<file path="src/rtl/rst_seq_pkg.sv">
// Shared definitions for the reset sequencer.
//   state_t        : sequencer FSM state, also driven out on the state port
//   LOSS_CTR_WIDTH : width of the saturating lock-loss event counter
package rst_seq_pkg;
  typedef enum logic [1:0] {
    WAIT_LOCK = 2'd0,
    HOLD      = 2'd1,
    RELEASE   = 2'd2,
    RUN       = 2'd3
  } state_t;

  localparam int LOSS_CTR_WIDTH = 8;
endpackage

</file>
<file path="src/rtl/sync_bit.sv">
// Single-bit multi-flop synchroniser for an asynchronous input.
//   clk   : destination clock
//   rst_n : synchronous active-low reset, clears every stage to 0
//   d     : asynchronous input
//   q     : d delayed through SYNC_STAGES flops
module sync_bit #(
  parameter int SYNC_STAGES = 2
) (
  input  logic clk,
  input  logic rst_n,
  input  logic d,
  output logic q
);
  logic [SYNC_STAGES-1:0] ff;

  always_ff @(posedge clk) begin
    if (!rst_n) ff <= '0;
    else        ff <= {ff[SYNC_STAGES-2:0], d};
  end

  assign q = ff[SYNC_STAGES-1];
endmodule

</file>
<file path="src/rtl/rst_seq_gen.sv">
// Reset sequencer: qualifies PLL lock, holds all domain resets for
// HOLD_CYCLES, then releases them one by one every STAGGER_CYCLES.
// Re-sequences on lock loss (via WAIT_LOCK) or on a warm-reset request
// (straight back to HOLD).
//   clk             : system clock
//   rst_n           : synchronous active-low reset
//   pll_locked      : PLL lock, asynchronous
//   sw_rst_req      : single-cycle warm-reset request
//   rst_n_out       : per-domain active-low resets, released in index order
//   ready           : all domains released
//   state           : current FSM state
//   lock_loss_count : saturating count of lock-loss events
module rst_seq_gen
  import rst_seq_pkg::*;
#(
  parameter int NUM_RST        = 4,
  parameter int HOLD_CYCLES    = 100,
  parameter int STAGGER_CYCLES = 16,
  parameter int CTR_WIDTH      = 16,
  parameter int SYNC_STAGES    = 2
) (
  input  logic                      clk,
  input  logic                      rst_n,
  input  logic                      pll_locked,
  input  logic                      sw_rst_req,
  output logic [NUM_RST-1:0]        rst_n_out,
  output logic                      ready,
  output logic [1:0]                state,
  output logic [LOSS_CTR_WIDTH-1:0] lock_loss_count
);
  localparam int IDX_W = (NUM_RST > 1) ? $clog2(NUM_RST) : 1;

  logic                      lock_s;
  state_t                    state_q, state_d;
  logic [CTR_WIDTH-1:0]      cnt_q, cnt_d;
  logic [IDX_W-1:0]          idx_q, idx_d;
  logic [NUM_RST-1:0]        rst_q, rst_d;
  logic                      ready_q, ready_d;
  logic [LOSS_CTR_WIDTH-1:0] loss_q, loss_d;

  sync_bit #(.SYNC_STAGES(SYNC_STAGES)) u_lock_sync (
    .clk   (clk),
    .rst_n (rst_n),
    .d     (pll_locked),
    .q     (lock_s)
  );

  always_ff @(posedge clk) begin
    if (!rst_n) begin
      state_q <= WAIT_LOCK;
      cnt_q   <= '0;
      idx_q   <= '0;
      rst_q   <= '0;
      ready_q <= 1'b0;
      loss_q  <= '0;
    end else begin
      state_q <= state_d;
      cnt_q   <= cnt_d;
      idx_q   <= idx_d;
      rst_q   <= rst_d;
      ready_q <= ready_d;
      loss_q  <= loss_d;
    end
  end

  always_comb begin
    state_d = state_q;
    cnt_d   = cnt_q;
    idx_d   = idx_q;
    rst_d   = rst_q;
    ready_d = ready_q;
    loss_d  = loss_q;
    if (state_q == WAIT_LOCK) begin
      // warm reset is meaningless without lock, so sw_rst_req is ignored here
      rst_d   = '0;
      ready_d = 1'b0;
      cnt_d   = '0;
      idx_d   = '0;
      if (lock_s) state_d = HOLD;
    end else if (!lock_s) begin
      // lock loss takes priority over a coincident warm-reset request
      state_d = WAIT_LOCK;
      rst_d   = '0;
      ready_d = 1'b0;
      cnt_d   = '0;
      idx_d   = '0;
      if (loss_q != '1) loss_d = loss_q + LOSS_CTR_WIDTH'(1);
    end else if (sw_rst_req) begin
      state_d = HOLD;
      rst_d   = '0;
      ready_d = 1'b0;
      cnt_d   = '0;
      idx_d   = '0;
    end else if (state_q == HOLD) begin
      if (cnt_q == CTR_WIDTH'(HOLD_CYCLES - 1)) begin
        state_d = RELEASE;
        cnt_d   = '0;
        idx_d   = '0;
      end else begin
        cnt_d = cnt_q + CTR_WIDTH'(1);
      end
    end else if (state_q == RELEASE) begin
      if (cnt_q == CTR_WIDTH'(STAGGER_CYCLES - 1)) begin
        rst_d[idx_q] = 1'b1;
        cnt_d        = '0;
        if (idx_q == IDX_W'(NUM_RST - 1)) begin
          state_d = RUN;
          ready_d = 1'b1;
          idx_d   = '0;
        end else begin
          idx_d = idx_q + IDX_W'(1);
        end
      end else begin
        cnt_d = cnt_q + CTR_WIDTH'(1);
      end
    end else begin
      rst_d   = '1;
      ready_d = 1'b1;
    end
  end

  assign rst_n_out       = rst_q;
  assign ready           = ready_q;
  assign state           = state_q;
  assign lock_loss_count = loss_q;
endmodule
</file>
<file path="config.mk">
export PLATFORM = sky130hd
export DESIGN_NAME = rst_seq_gen
export DESIGN_NICKNAME = d
export VERILOG_FILES = /design/src/rtl/rst_seq_pkg.sv /design/src/rtl/sync_bit.sv /design/src/rtl/rst_seq_gen.sv
export SDC_FILE = /design/constraint.sdc
export NUM_CORES = 1
export LEC_CHECK = 0
export ABC_AREA = 1
export CORE_MARGIN = 10
export CORE_UTILIZATION = 60
export DETAILED_ROUTE_END_ITERATION = 10
export GPL_TIMING_DRIVEN = 0
export PLACE_DENSITY = 0.82
export SYNTH_ARGS = -nofsm -noshare
export SYNTH_HDL_FRONTEND = slang
export SYNTH_HIERARCHICAL = 1
export SYNTH_SLANG_ARGS = --single-unit
</file>
<file path="constraint.sdc">
create_clock -name clk -period 3 [get_ports clk]
set_input_delay 0.45 -clock clk [delete_from_list [all_inputs] [get_ports clk]]
set_output_delay 0.45 -clock clk [all_outputs]
set_load 0.02 [all_outputs]
</file>
# Word level (Yosys, flattened, before mapping)
# Index checks and enable logic that the tools add are counted.
# word_totals
memories	0
inputBits	4
reg_bits	35
rom_bits	0
ram_bits	0
latchBits	0
# op_classes
n_bitwise	5
order_cmp	2
reduce_logical	10
addsub	3
muxes	25
shift	0
eq_ne	14
n_div	0
n_mul	0
# ops
operator	n
16-bit two-way mux	4
2-bit two-way mux	14
5-bit inequality test (second input constant)	4
16-bit by 1-bit adder with 16-bit output (second input constant)	1
16-bit by 4-bit == test with 1-bit output (second input constant)	1
16-bit by 7-bit == test with 1-bit output (second input constant)	1
3-bit AND reduction	3
8-bit by 1-bit adder with 8-bit output (second input constant)	1
4-bit two-way mux	2
2-bit by 1-bit inequality test with 1-bit output (second input constant)	4
8-bit inequality test (second input constant)	1
5-bit AND reduction	1
2-bit == test (second input constant)	2
1-bit two-way mux	4
1-bit NOT	4
4-bit bitwise OR	1
2-bit nonzero test	2
4-bit OR reduction	1
2-bit by 3-bit less-than comparator with 1-bit output (second input constant)	1
2-bit by 1-bit adder with 2-bit output (second input constant)	1
1-bit demux with 2-bit select	1
2-bit by 1-bit == test with 1-bit output (second input constant)	1
2-bit by 1-bit >= comparator with 1-bit output (second input constant)	1
2-bit logical NOT	1
2 further kinds	2

# Logic depth before layout (Yosys ltp)
# Gate-level depths: netlist of the first run.
# depth
depth_word	8
ltp_mapped	11

# Hierarchy
# Netlist of the first run, hierarchy kept.
# modules_own_cells
module	n_inst	area_per_inst_um2	cells_each
rst_seq_gen	1	1793.0	242
sync_bit	1	55.1	6

# Least setup slack after synthesis of the first run
# No wires, ideal clock.
# synth_path
path_type	flip-flop to flip-flop
from	register state_q[0], in the netlist state[0]
to	register cnt_q[12]
setup_slack_ns	1.208
n_path_buf	1
stages_incl_launch_ff	11
t_required_ns	2.885
arrival_time_ns	1.678
path_cell_list	dfxtp_1 > inv_1 > ha_1 > buf_4 > inv_2 > nor2_4 > nand3_2 > nor2_4 > nand3_1 > xor2_1 > nor2_2
# synth_via
elab_chain_len	2
word_cells_on_any_way	6
cone_classes	2 x eq/ne; 1 x mux; 3 x reduce/logical
# synth_lines
element	line	rtl
start, declared	rst_seq_gen.sv:34	state_t state_q, state_d;
start signal, assigned	rst_seq_gen.sv:57	state_q <= state_d;
2-bit by 1-bit == test with 1-bit output, or another cell as far along	rst_seq_gen.sv:94	end else if (state_q == HOLD) begin
16-bit two-way mux, or another cell as far along	rst_seq_gen.sv:94	
end signal, assigned	rst_seq_gen.sv:58	cnt_q <= cnt_d;
end, declared	rst_seq_gen.sv:35	logic [CTR_WIDTH-1:0] cnt_q, cnt_d;
# Parallel ways exist; a longest one is shown, timed or not.
# A chain may end at the register's enable or synchronous reset.

# Worst setup path after layout of the first run
# layout_path
from	register loss_q[2], in the netlist lock_loss_count[2]
to	output lock_loss_count[2]
# layout_rtl
element	line	rtl
start, declared	rst_seq_gen.sv:39	logic [LOSS_CTR_WIDTH-1:0] loss_q, loss_d;
start signal, assigned	rst_seq_gen.sv:62	loss_q <= loss_d;
end, declared	rst_seq_gen.sv:29	output logic [LOSS_CTR_WIDTH-1:0] lock_loss_count
# No word-level cell between the ends.

==> out/results.ini, run 1 <==
[run_status]
status = finished clean

[clocking]
htreeDepth = 2
numCtsBuffers = 5
clkTransAtPathRegs_ns = 0.10
cts_buffer_depth = 2
cts_resized = 0
post-cts-setup-buffers = 0
tritoncts = built
clk_latency_ns = 0.34
cts_hold_buf = 0
cts.sinks = 35
cts_root_buf = clkbuf_4

[routing]
ant_nets = 0
dr.pass1.iters = 4
first_iter_violations = 70
wl_per_cell_um = 12.2
viasPerCell = 5.30
wl_um = 3750
drc = 0
vias = 1628

[setup_path]
cp.buffers_inverters = 1
worstPathArrival_ns = 1.47
crit_family = buffers and inverters
cp-end-kind = primary output
path_max_fanout = 6
cpPeakStageDelay_ns = 0.66
critical_path_class = flip-flop to primary output
cp-start-kind = flip-flop
path_cells = clkdlybuf4s50_1
cp_slowest_cell = clkdlybuf4s50_1
worst_ep_required_time_ns = 2.55

[sta]
maxSlewViolCount = 0
setup_viol = 0
tns_ns = 0
fin_ws_ns = 1.08
maxClockFrequency_mhz = 522
finalCritPeriodShare = 0.639
fin_crit_ns = 1.92
hold_violations = 0
worst_pin_slew_ns = 0.384
rsz0062_at_grt = false
skew_ns = 0.00195
max_slew_margin = 0.743
hold_ws_ns = 0.427

[layout]
fillers = 268
multiInputGateArea_sq_um = 1030
layout-area-overhead-vs-synth_pct = 15.7
layout.nets = 287
final_cells = 307
diodes = 0
layout-drive-gt1-share = 0.117
final_common_cell = nand2_1
mostFrequentLayoutCells = nand2_1, nor2_1, dfxtp_1
ff_latch_area_sq_um = 701

[global_routing]
overflow = 0
grt_pass1_wl_um = 6480
track_usage = 0.148
antenna_found_initial = 0
grt_pass1_vias = 1486
grt_max_degree = 11

[hold_path]
hold_class = flip-flop to flip-flop

[synthesis]
syn_inst = 248
async_reset_ff_frac = 0
synth_top_area_frac = 0.379
yosysTopAreaCell = dfxtp_1
yosys_warnings = 6
synth_ff_type = dfxtp_1
seq_area_frac_synth = 0.379
synth_edf_count = 0
synthTopCellsByArea = dfxtp_1, nand2_1, nor2_1, ha_1, a21oi_1
synthesis.nets = 262
netlist_area_sq_um = 1850
avgSynthCellArea_sq_um = 7.45
synth-seq-cells = 35
ys_types = 31

[placed_design]
globalplace.congestion = 0.844
pre_cts_slack_ns = 0.945
io_buffers = 18
dp_hpwl_um = 2770
placed_cells = 299

[power]
seqPwrFrac = 0.400
p_sw_frac = 0.380
power_frac_comb = 0.374
clock_power_share = 0.226
switchingPower_w = 0.000502
p_leak_nw = 0.809
power_density_nw_per_um2 = 617
p_int_w = 0.000818
peakVddDrop_v = 0.000390

[die]
die-area_sq_um = 5700
die_x_um = 75.5
core-area_sq_um = 3000
die_height_um = 75.5
ioPinCount = 19
std_cell_rows = 20
start_util = 0.615

[job]
maxCapViolCount = 0

worst register-to-register path, stage by stage, from the launching register on:
cell	delay [ns]
dfxtp_1	0.42
inv_1	0.09
ha_1	0.28
buf_4	0.16
inv_2	0.09
nor3_2	0.21
nand2_1	0.14
nor2_2	0.18
xor2_1	0.16
nor2_1	0.05
power groups by stage:
stage / combinational, W / clock, W / sequential (W)
detailed placement: 0.000493 / 0 / 0.000538
global placement: 0.000485 / 0 / 0.000537
global route: 0.000561 / 0.000317 / 0.000533
CTS: 0.000496 / 0.000302 / 0.000528
floorplan: 0.000320 / 0 / 0.000569
finish: 0.000493 / 0.000298 / 0.000528
kinds of logic (layout without fill, tap and decap cells):
group,after synthesis,after routing,synth area share
fa+ha+maj,10,10,0.0677
compound gates,30,30,0.0907
simple gates,131,131,0.332
buf+inv,28,54,0.0643
xor+xnor,14,14,0.0664
flops,35,35,0.379
final cells by class:
type / instances / area share
multi-input cells: 185 / 0.481
well taps: 33 / 0.0193
clock buffers: 8 / 0.0322
inverters: 26 / 0.0468
flip-flops and latches: 35 / 0.328
plain buffers: 2 / 0.00878
repair buffers: 18 / 0.0843
sequential cells by signal, summed over array words and instances, names as in the netlist:
register / cells
idx_q: 2
state: 2
cnt_q: 16
u_lock_sync/ff: 2
lock_loss_count: 8
ready: 1
rst_n_out: 4
through the flow:
step	power, W	cell area [sq um]	util
finish	0.00132	2140	0.712
global placement	0.00102	2070	0.689
floorplan	0.000889	1850	-
detailed placement	0.00103	2070	0.689
CTS	0.00133	2140	0.712
global route	0.00141	2140	0.712
routing by layer:
layer,part of all wire,vias up,global-route usage
met1,0.46,740,0.166
met3,0.062,7,0.0612
met5,0,-,0
li1,-,849,-
met4,0.020,0,0.0619
met2,0.46,32,0.242
cells in the mapped netlist, types with 4 or more instances:
| master | n |
|---|---|
| nor3_1 | 10 |
| nor2_2 | 5 |
| xor2_1 | 8 |
| xnor2_1 | 6 |
| nand2_1 | 49 |
| a21oi_1 | 24 |
| inv_1 | 21 |
| ha_1 | 10 |
| nand3_1 | 15 |
| inv_2 | 4 |
| dfxtp_1 | 35 |
| nor2_1 | 35 |
path summary, 6_finish.rpt:
path                      start                 end  slack, ns  cells past startpoint
max          lock_loss_count[2]  lock_loss_count[2]       1.08                      1
min           u_lock_sync/ff[0]   u_lock_sync/ff[1]       0.43                      2
max reg2reg            state[0]            cnt_q[9]       1.14                      9
min reg2reg   u_lock_sync/ff[0]   u_lock_sync/ff[1]       0.43                      2
Power figures use the tool's default switching activity.
==> run 2: changes to the inputs <==
Settings changed: CORE_UTILIZATION 60 to 56, PLACE_DENSITY 0.82 to 0.77.
Clock period 3 ns to 1.8 ns, I/O delays scaled along.
==> run 2 against run 1 <==
Net effect:
- power up 66%
- critical path type is now flip-flop to flip-flop
- routed wire length rose by 1.8%
- critical endpoint is now cnt_q[12]
- global-route usage down 2.2 points
- critical path depth increased by 9
==> out/results.ini, run 2 (same netlist as run 1, synthesis figures left out) <==
[routing]
wl_um = 3820  ; +1.8%
drc = 0  ; unchanged
viasPerCell = 5.02  ; -5.2%
ant_nets = 0  ; unchanged
dr.pass1.iters = 4  ; unchanged
first_iter_violations = 116  ; +66%
vias = 1628  ; unchanged
wl_per_cell_um = 11.8  ; -3.5%

[sta]
max_slew_margin = 0.762  ; +0.0192
fin_ws_ns = 0.0880  ; -0.996 ns
hold_ws_ns = 0.424  ; -0.00239 ns
skew_ns = 0.00845  ; +0.00649 ns
maxClockFrequency_mhz = 584
maxSlewViolCount = 0  ; unchanged
fin_crit_ns = 1.71
setup_viol = 0  ; unchanged
worst_pin_slew_ns = 0.356  ; -0.0287 ns
hold_violations = 0  ; unchanged
finalCritPeriodShare = 0.951

[clocking]
cts_root_buf = clkbuf_4
clkTransAtPathRegs_ns = 0.10  ; about the same
cts.sinks = 35  ; unchanged
tritoncts = built
cts_buffer_depth = 2  ; unchanged
numCtsBuffers = 5  ; unchanged
clk_latency_ns = 0.35  ; about the same
htreeDepth = 2  ; unchanged

[global_routing]
grt_pass1_vias = 1457  ; -2.0%
antenna_found_initial = 0  ; unchanged
track_usage = 0.126  ; -0.0220
grt_pass1_wl_um = 6310  ; -2.6%
overflow = 0  ; unchanged
grt_max_degree = 11  ; unchanged

[run_status]
status = finished clean

[die]
die_height_um = 77.4  ; +2.6%
die_x_um = 77.4  ; +2.6%
ioPinCount = 19  ; unchanged
core-area_sq_um = 3100  ; +3.3%
start_util = 0.596  ; -0.0199
std_cell_rows = 20  ; unchanged
die-area_sq_um = 6000  ; +5.2%

[layout]
multiInputGateArea_sq_um = 1050  ; +2.1%
diodes = 0  ; unchanged
ff_latch_area_sq_um = 703  ; +0.36%
finish.utilization = 0.713  ; +0.000820
top_register = cnt_q
fin_area_sq_um = 2210  ; +3.5%
largest_reg_flops = 16  ; unchanged
fillers = 284  ; +6.0%
final_common_cell = nand2_1
layout-area-overhead-vs-synth_pct = 19.7
layout.nets = 295  ; +2.8%
layout-drive-gt1-share = 0.146  ; +0.0296
mostFrequentLayoutCells = nand2_1, nor2_1, dfxtp_1

[setup_path]
ff2ff_setup_slack_ns = 0.09  ; -1.05 ns
rr_worst_depth = 10  ; +1
cp-start-kind = flip-flop
critical_path_class = flip-flop to flip-flop
crit_path_start = state[0]
worstPathArrival_ns = 1.97  ; +0.50 ns
worst_ep_required_time_ns = 2.05  ; -0.50 ns
path_max_fanout = 6  ; unchanged
crit_end = cnt_q[12]
reg2reg_to = cnt_q[12]
cp-end-kind = flip-flop
r2r_start = state[0]

[power]
p_leak_nw = 0.852  ; +5.4%
peakVddDrop_v = 0.000528  ; +35%
power_density_nw_per_um2 = 993  ; +61%

[hold_path]
hold_class = flip-flop to flip-flop

[placed_design]
dpl_cell_area_sq_um = 2080  ; +0.67%
globalplace.congestion = 0.845  ; +0.19%
dp_hpwl_um = 2710  ; -2.3%
io_buffers = 18  ; unchanged
pre_cts_slack_ns = -0.0734  ; -1.02 ns

[job]
maxCapViolCount = 0  ; unchanged

-- run 2: layout make-up --
type                            count  share of cell area
Multi-Input combinational cell    185               0.475
Sequential cell                    35               0.318
Timing Repair Buffer               26               0.109
Inverter                           26              0.0452
Tap cell                           44              0.0249
Clock buffer                        6              0.0187
Buffer                              2              0.0102
-- run 2: what timing repair did --
item,in CTS,in global routing
setup buffers,0,8
pin swaps,0,4
hold buffers,0,0
setup endpoints to repair,3,4
gates resized for setup,1,6
endpoints found under the hold margin,0,0
-- run 2: metrics by stage --
| step | power, W | std cells | TNS [ns] |
|---|---|---|---|
| after floorplan | 0.00148 | 248 | 0 |
| after global routing | 0.00234 | 324 | -0.0424 |
| after detailed placement | 0.00172 | 310 | -0.423 |
| after global placement | 0.00171 | 310 | -0.338 |
| final | 0.00220 | 324 | 0 |
| after CTS | 0.00211 | 316 | -0.00156 |
-- run 2: power breakdown --
| group | switching, W | internal, W | leakage (nW) | total (W) |
|---|---|---|---|---|
| Sequential | 0.0000487 | 0.000831 | 0.284 | 0.000880 |
| Clock | 0.000248 | 0.000139 | 0.0242 | 0.000386 |
| Combinational | 0.000548 | 0.000382 | 0.544 | 0.000930 |
| Total | 0.000844 | 0.00135 | 0.852 | 0.00220 |
-- run 2: per-layer routing --
| metal | part of all wire | routed length (um) | track usage |
|---|---|---|---|
| met1 | 0.47 | 1790 | 0.150 |
| met3 | 0.067 | 254 | 0.0588 |
| met5 | 0 | 0 | 0 |
| met2 | 0.45 | 1710 | 0.190 |
| met4 | 0.018 | 70 | 0.0547 |
-- run 2: how the worst min path moves through the flow --
stage | cells after the start | slack, ns | endpoint | from
floorplan | 2 | 0.36 | u_lock_sync/ff[0] | pll_locked
global placement | 2 | 0.41 | u_lock_sync/ff[1] | u_lock_sync/ff[0]
detailed placement | 2 | 0.41 | u_lock_sync/ff[1] | u_lock_sync/ff[0]
CTS | 3 | 0.42 | u_lock_sync/ff[0] | pll_locked
global route | 2 | 0.45 | u_lock_sync/ff[1] | u_lock_sync/ff[0]
finish | 2 | 0.42 | u_lock_sync/ff[1] | u_lock_sync/ff[0]
-- run 2: worst max-delay path: stages, from the launching register on --
cell and delay (ns):
dfxtp_2 0.37, inv_1 0.07, ha_1 0.29, buf_6 0.12, inv_2 0.08, nor2_4 0.14
nand3_4 0.10, nor2_4 0.15, nand3_1 0.09, xor2_1 0.17, nor2_2 0.04
